`src/rtl/int_arbiter_pkg.sv`:
```
// int_arbiter_pkg: cause codes, one-hot FSM encodings and cause helper for the interrupt arbiter
package int_arbiter_pkg;
   localparam logic [7:0] INT_PMP_CAUSE = 8'h80;
   localparam logic [7:0] INT_NONE      = 8'h00;
   localparam logic [3:0] ST_IDLE       = 4'b0001;
   localparam logic [3:0] ST_ISSUE      = 4'b0010;
   localparam logic [3:0] ST_SERVICE    = 4'b0100;
   localparam logic [3:0] ST_DRAIN      = 4'b1000;
   localparam logic [2:0] PMP_ID        = 3'd7;
   function automatic logic [7:0] cause_of(input logic pmp, input logic [2:0] id);
      return pmp ? INT_PMP_CAUSE : {5'd0, id} + 8'd1;
   endfunction
endpackage

```
`src/rtl/int_prio_sel.sv`:
```
// int_prio_sel: combinational picker, lowest index wins counted from the rotation base
module int_prio_sel
   import int_arbiter_pkg::*;
#(
   parameter int N  = 8,
   parameter bit RR = 1'b0
) (
   input  logic [N-1:0] i_req,
   input  logic [2:0]   i_rr_ptr,
   output logic [2:0]   o_grant,
   output logic         o_valid
);
   logic [2:0]   w_base;
   logic [2:0]   w_off;
   logic [3:0]   w_sum;
   logic [N-1:0] w_rot;
   assign w_base = RR ? i_rr_ptr : 3'd0;
   assign w_rot  = N'({i_req, i_req} >> w_base);
   always_comb begin
      w_off = 3'd0;
      for (int i = N - 1; i >= 0; i--) w_off = w_rot[i] ? 3'(i) : w_off;
   end
   assign w_sum   = {1'b0, w_base} + {1'b0, w_off};
   assign o_grant = (w_sum >= 4'(N)) ? 3'(w_sum - 4'(N)) : w_sum[2:0];
   assign o_valid = |i_req;
endmodule

```
`src/rtl/int_arbiter.sv`:
```
// int_arbiter: sticky interrupt capture, masked arbitration and issue/service handshake to the interruptor
module int_arbiter
   import int_arbiter_pkg::*;
#(
   parameter int NUM_SRC = 8,
   parameter bit RR_EN   = 1'b0
) (
   input  logic               clk,
   input  logic               rst,
   input  logic [NUM_SRC-1:0] irq_i,
   input  logic [NUM_SRC-1:0] irq_en_i,
   input  logic               global_en_i,
   input  logic               pmp_fault_i,
   input  logic               int_busy_i,
   input  logic               mret_i,
   output logic [7:0]         int_flag_o,
   output logic               int_pmp_flag_o,
   output logic [NUM_SRC-1:0] pending_o,
   output logic               active_o,
   output logic [2:0]         active_id_o
);
   logic [NUM_SRC-1:0] r_irq_q, r_pend, w_elig, w_rise, w_clr;
   logic               r_pmp_pend, r_win_pmp, w_valid, w_accept;
   logic [3:0]         r_state;
   logic [2:0]         r_win_id, r_rr_ptr, w_grant;
   assign w_rise   = irq_i & ~r_irq_q;
   assign w_elig   = r_pend & irq_en_i & {NUM_SRC{global_en_i}};
   assign w_accept = (r_state == ST_ISSUE) & int_busy_i;
   assign w_clr    = (w_accept & ~r_win_pmp) ? NUM_SRC'(1) << r_win_id : '0;
   int_prio_sel #(.N(NUM_SRC), .RR(RR_EN)) u_sel (
      .i_req    (w_elig),
      .i_rr_ptr (r_rr_ptr),
      .o_grant  (w_grant),
      .o_valid  (w_valid)
   );
   always_ff @(posedge clk or posedge rst) begin
      if (rst) begin
         r_irq_q    <= '0;
         r_pend     <= '0;
         r_pmp_pend <= 1'b0;
         r_state    <= ST_IDLE;
         r_win_pmp  <= 1'b0;
         r_win_id   <= 3'd0;
         r_rr_ptr   <= 3'd0;
      end else begin
         r_irq_q    <= irq_i;
         r_pend     <= (r_pend & ~w_clr) | w_rise;
         r_pmp_pend <= (r_pmp_pend & ~(w_accept & r_win_pmp)) | pmp_fault_i;
         case (r_state)
            ST_IDLE: if (r_pmp_pend | w_valid) begin
               r_state   <= ST_ISSUE;
               r_win_pmp <= r_pmp_pend;
               r_win_id  <= r_pmp_pend ? PMP_ID : w_grant;
            end
            ST_ISSUE: if (int_busy_i) begin
               r_state  <= ST_SERVICE;
               r_rr_ptr <= r_win_pmp ? r_rr_ptr : (r_win_id == 3'(NUM_SRC - 1)) ? 3'd0 : r_win_id + 3'd1;
            end
            ST_SERVICE: r_state <= mret_i ? ST_DRAIN : ST_SERVICE;
            default:    r_state <= ST_IDLE;
         endcase
      end
   end
   assign int_flag_o     = (r_state == ST_ISSUE) ? cause_of(r_win_pmp, r_win_id) : INT_NONE;
   assign int_pmp_flag_o = (r_state == ST_ISSUE) & r_win_pmp;
   assign active_o       = (r_state == ST_ISSUE) | (r_state == ST_SERVICE);
   assign active_id_o    = active_o ? r_win_id : 3'd0;
   assign pending_o      = r_pend;
endmodule

```
`config.mk`:
```
export PLATFORM = sky130hd
export DESIGN_NAME = int_arbiter
export DESIGN_NICKNAME = d
export VERILOG_FILES = /design/src/rtl/int_arbiter_pkg.sv /design/src/rtl/int_prio_sel.sv /design/src/rtl/int_arbiter.sv
export SDC_FILE = /design/constraint.sdc
export NUM_CORES = 1
export LEC_CHECK = 0
export ABC_CLOCK_PERIOD_IN_PS = 3500
export CORE_ASPECT_RATIO = 0.6
export CORE_MARGIN = 3
export CORE_UTILIZATION = 25
export DETAILED_ROUTE_END_ITERATION = 6
export DONT_BUFFER_PORTS = 1
export HOLD_SLACK_MARGIN = 0.03
export SETUP_SLACK_MARGIN = 0.4
export SLEW_MARGIN = 20
export SYNTH_ARGS = -nofsm -noshare
export SYNTH_HDL_FRONTEND = slang
export SYNTH_HIERARCHICAL = 1
export SYNTH_SLANG_ARGS = --single-unit
```
`constraint.sdc`:
```
create_clock -name clk -period 3.5 [get_ports clk]
set_input_delay 0.35 -clock clk [delete_from_list [all_inputs] [get_ports clk]]
set_output_delay 0.35 -clock clk [all_outputs]
set_load 0.05 [all_outputs]
```
# After elaboration in Yosys (flattened, before gate mapping)
# Cells that the tools add are included.
[classes]
addsub = 2
magnitude_cmp = 1
bitwise = 17
n_reduce_logical = 3
n_shift = 1
mux = 18
eq_ne = 5
[ops]
columns = ["op", "count"]
rows = [
  ["3-bit 2-to-1 mux", 11],
  ["8-bit AND", 4],
  ["8-bit 2-to-1 mux", 3],
  ["8-bit inverter", 2],
  ["4-bit 2-to-1 mux", 3],
  ["4-bit case mux with 3 select lines", 1],
  ["8-bit bitwise OR", 1],
  ["8-bit OR reduction", 1],
  ["1-bit by 3-bit left shift with 8-bit output (first input constant)", 1],
  ["1-bit AND", 5],
  ["3-bit by 1-bit adder with 4-bit output (second input constant)", 1],
  ["4-bit by 1-bit == test with 1-bit output (second input constant)", 1],
  ["4-bit by 2-bit == test with 1-bit output (second input constant)", 1],
  ["4-bit by 3-bit == test with 1-bit output (second input constant)", 1],
  ["3-bit by 4-bit greater-or-equal comparator with 1-bit output (second input constant)", 1],
  ["2-bit != test (second input constant)", 2],
  ["2-bit AND reduction", 2],
  ["1-bit bitwise OR", 3],
  ["3-bit by 1-bit subtractor with 3-bit output (second input constant)", 1],
  ["1-bit inverter", 2],
]
[word_totals]
elab_cells = 53
output_inout_bits = 21
in_bits = 22
regBits = 25

# Logic depth before layout (Yosys ltp)
[logic_depth]
ltp_word = 13
mapped_depth = 6
mapped_depth_nobuf = 6

# Modules after synthesis
# Netlist, hierarchy kept.
[by_module_without_submodules]
columns = ["mod", "seq_area_each_um2", "cells_per_inst", "n_inst", "area_each_um2"]
rows = [
  ["int_arbiter", 701.9, 122, 1, 1345.0],
  ["int_prio_sel", 0.0, 13, 1, 80.1],
]

# Worst setup path after synthesis
# OpenSTA, ideal clock, no wires.
[synth_timing]
path_type = "reg2out"
start = "register r_state[0]"
end = "output int_flag_o[0]"
path_stages_with_launch = 5
arrival_ps = 2182
setup_slack_ps = 968
path_cell_list = "dfstp_2 buf_6 or4b_4 buf_6 nor3_1"
[synth_via]
elab_chain_len = 2
[synth_rtl]
columns = ["item", "line_no", "source"]
rows = [
  ["from (decl)", "int_arbiter.sv:24", "logic [3:0] r_state;"],
  ["from (signal assigned)", "int_arbiter.sv:59", "ST_SERVICE: r_state <= mret_i ? ST_DRAIN : ST_SERVICE;"],
  ["4-bit by 2-bit == test with 1-bit output", "--", ""],
  ["8-bit 2-to-1 mux", "int_arbiter.sv:64", "assign int_flag_o = (r_state == ST_ISSUE) ? cause_of(r_win_pmp, r_win_id) : INT_NONE;"],
  ["to (decl)", "int_arbiter.sv:16", "output logic [7:0] int_flag_o,"],
]
# Every way passes these cells.

# Worst setup path in the final report
[layout_timing]
start = "register r_state[3]"
end = "output int_flag_o[3]"
# Same word-level chain as after synthesis.

==> impl_metrics.json <==
{
  "rows": 19,
  "cts.path.max_buffers": 2,
  "rsz0062_at_grt": "false",
  "drv_slew": 0,
  "cts_setup_buffers": 0,
  "ir_drop_uv": 167,
  "drt-total-wl_mm": 3.19,
  "cap_violations": 0,
  "power.leakage_nw": 0.596,
  "synthCells": 127,
  "cp_max_fo": 9,
  "skew_ns": 0.00415,
  "cpLargestDelayFamily": "simple AND/OR/NAND/NOR gates",
  "final_cell_count_no_fill": 191,
  "setup_viol": 0,
  "cts_buffers": 3,
  "startpoint_type": "flop",
  "dp.cells": 187,
  "viasPerCell": 4.72,
  "r2r_cells": 5,
  "antenna_found_initial": 1,
  "nets": 157,
  "finalCriticalPeriod_ns": 2.45,
  "critical_path.cell_chain": "or4b_4 > nor2_1 > and4_1",
  "hp-class": "input port to async pin",
  "clock_latency_ns": 0.27,
  "port_buffers": 0,
  "grtUsageTotal_pct": 11.2,
  "area_growth_pct": 9.29,
  "critPathRequiredTime_ns": 3.15,
  "endpoint_kind": "output port",
  "cts.root.buffer_cell": "clkbuf_8",
  "avgSynthCellArea_sq_um": 10.3,
  "dp_hpwl_mm": 2.54,
  "grt_first_pass_wirelength_mm": 5.13,
  "cts_hold_buf": 0,
  "cts_resized": 0,
  "finish.utilization_pct": 29.7,
  "ioPinCount": 43,
  "cts_max_level": 1,
  "ant_nets": 0,
  "wl_per_cell_um": 16.7,
  "cts_tree": "built",
  "drc": 0,
  "p_per_area_mw_per_mm2": 719,
  "drt_iter0_markers": 25,
  "initial_utilization_pct": 27.2,
  "tightest_slew_ns": 0.963,
  "place_congestion": 0.839,
  "clk_pin_slew_ns": 0.09,
  "drt_first_pass_iters": 4,
  "fin_ws_ns": 1.05,
  "arrival_ns": 2.10,
  "hold_viol": 0,
  "syn-cell-area_sq_mm": 0.00131,
  "crit_slowest_cell": "or4b_4",
  "maxSlewHeadroom_pct": 36.2,
  "die-width_um": 99.3,
  "vias": 901,
  "fmax_mhz": 408,
  "finalCritPeriodShare_pct": 70.0,
  "worstSetupPathType": "flop to output port",
  "ys_warn_count": 6,
  "grt_max_degree": 26,
  "diodes": 0,
  "post-place-ws_ns": 1.34,
  "fin_tns_setup_ns": 0,
  "crit_cells": 3,
  "die_h_um": 62.0,
  "final_layout_size_suffix_gt1_share_pct": 11.7,
  "cpPeakStageDelay_ns": 0.60,
  "status": "completed",
  "grt_pass1_vias": 944,
  "final_area_sq_mm": 0.00143,
  "grt.overflow.total": 0,
  "cts.sinks": 25,
  "dieArea_sq_mm": 0.00616,
  "crit_buf_inv": 0,
  "coreArea_sq_mm": 0.00480,
  "dpl_cell_area_sq_mm": 0.00138
}
[flip-flops by register name, summed over array words and instances (netlist names)]
register,flops
r_win_id,3
r_irq_q,8
pending_o,8
r_state,4
r_pmp_pend,1
r_win_pmp,1
[layer usage]
metal  part of all wire, %  track usage, %  up-vias
met4                  0.60            2.92        2
met3                    13            5.91        4
met5                  0.22               0        -
met1                    53            16.9      413
li1                      -               -      442
met2                    33            13.4       40
[power breakdown]
group / switching, W / internal, W / leakage (nW)
Sequential: 0.0000952 / 0.000335 / 0.261
Combinational: 0.000283 / 0.000138 / 0.312
Clock: 0.0000943 / 0.0000816 / 0.0228
[area by class of cell]
cell class | instances | area [sq um]
well taps | 63 | 78.8
repair buffers | 3 | 22.5
fillers | 526 | 3370
clock buffers | 4 | 45.0
inverters | 14 | 52.6
flip-flops and latches | 25 | 627
multi-input cells | 82 | 602
[metrics by stage]
step | hold slack [ns] | power, W
after floorplan | 0.377 | 0.000776
after CTS | 0.0889 | 0.00104
after global routing | 0.0764 | 0.00110
final | 0.0431 | 0.00103
after detailed placement | 0.382 | 0.000858
after global placement | 0.382 | 0.000858
[placed cells by master (no fill, tap or decap), drive strengths merged, types with 2 or more instances in the layout]
cell type	n
nor2	7
dfrtp	24
a221o	2
nor2b	4
and3	8
o21bai	2
o41ai	4
o31ai	3
nand2	5
ha	6
clkbuf	4
nand3b	2
inv	13
conb	3
nor3	4
and2	3
nor4b	2
buf	3
o21ai	7
mux2i	3
nor4	5
[path summary, 6_finish.rpt]
kind                                             start                 endpoint  slack [ns]
worst max-delay path            r_state[3]$_DFFE_PP0P_            int_flag_o[3]        1.05
worst min-delay path                               rst   pending_o[4]$_DFF_PP0_        0.04
worst max register to register  pending_o[7]$_DFF_PP0_   r_state[1]$_DFFE_PP0P_        1.41
worst min register to register    r_irq_q[1]$_DFF_PP0_   pending_o[1]$_DFF_PP0_        0.41
max in group asynchronous                          rst  r_win_id[0]$_DFFE_PP0P_        3.03
min in group clk                              irq_i[7]     r_irq_q[7]$_DFF_PP0_        0.09
[worst register-to-register path, stage by stage (launching register included)]
cell and delay, ns:
dfrtp_1 0.60, and3_1 0.31, nor4_1 0.43, nand2_1 0.17
o21a_1 0.30, o21bai_1 0.18
No activity file was read; power rests on OpenSTA's default activity.
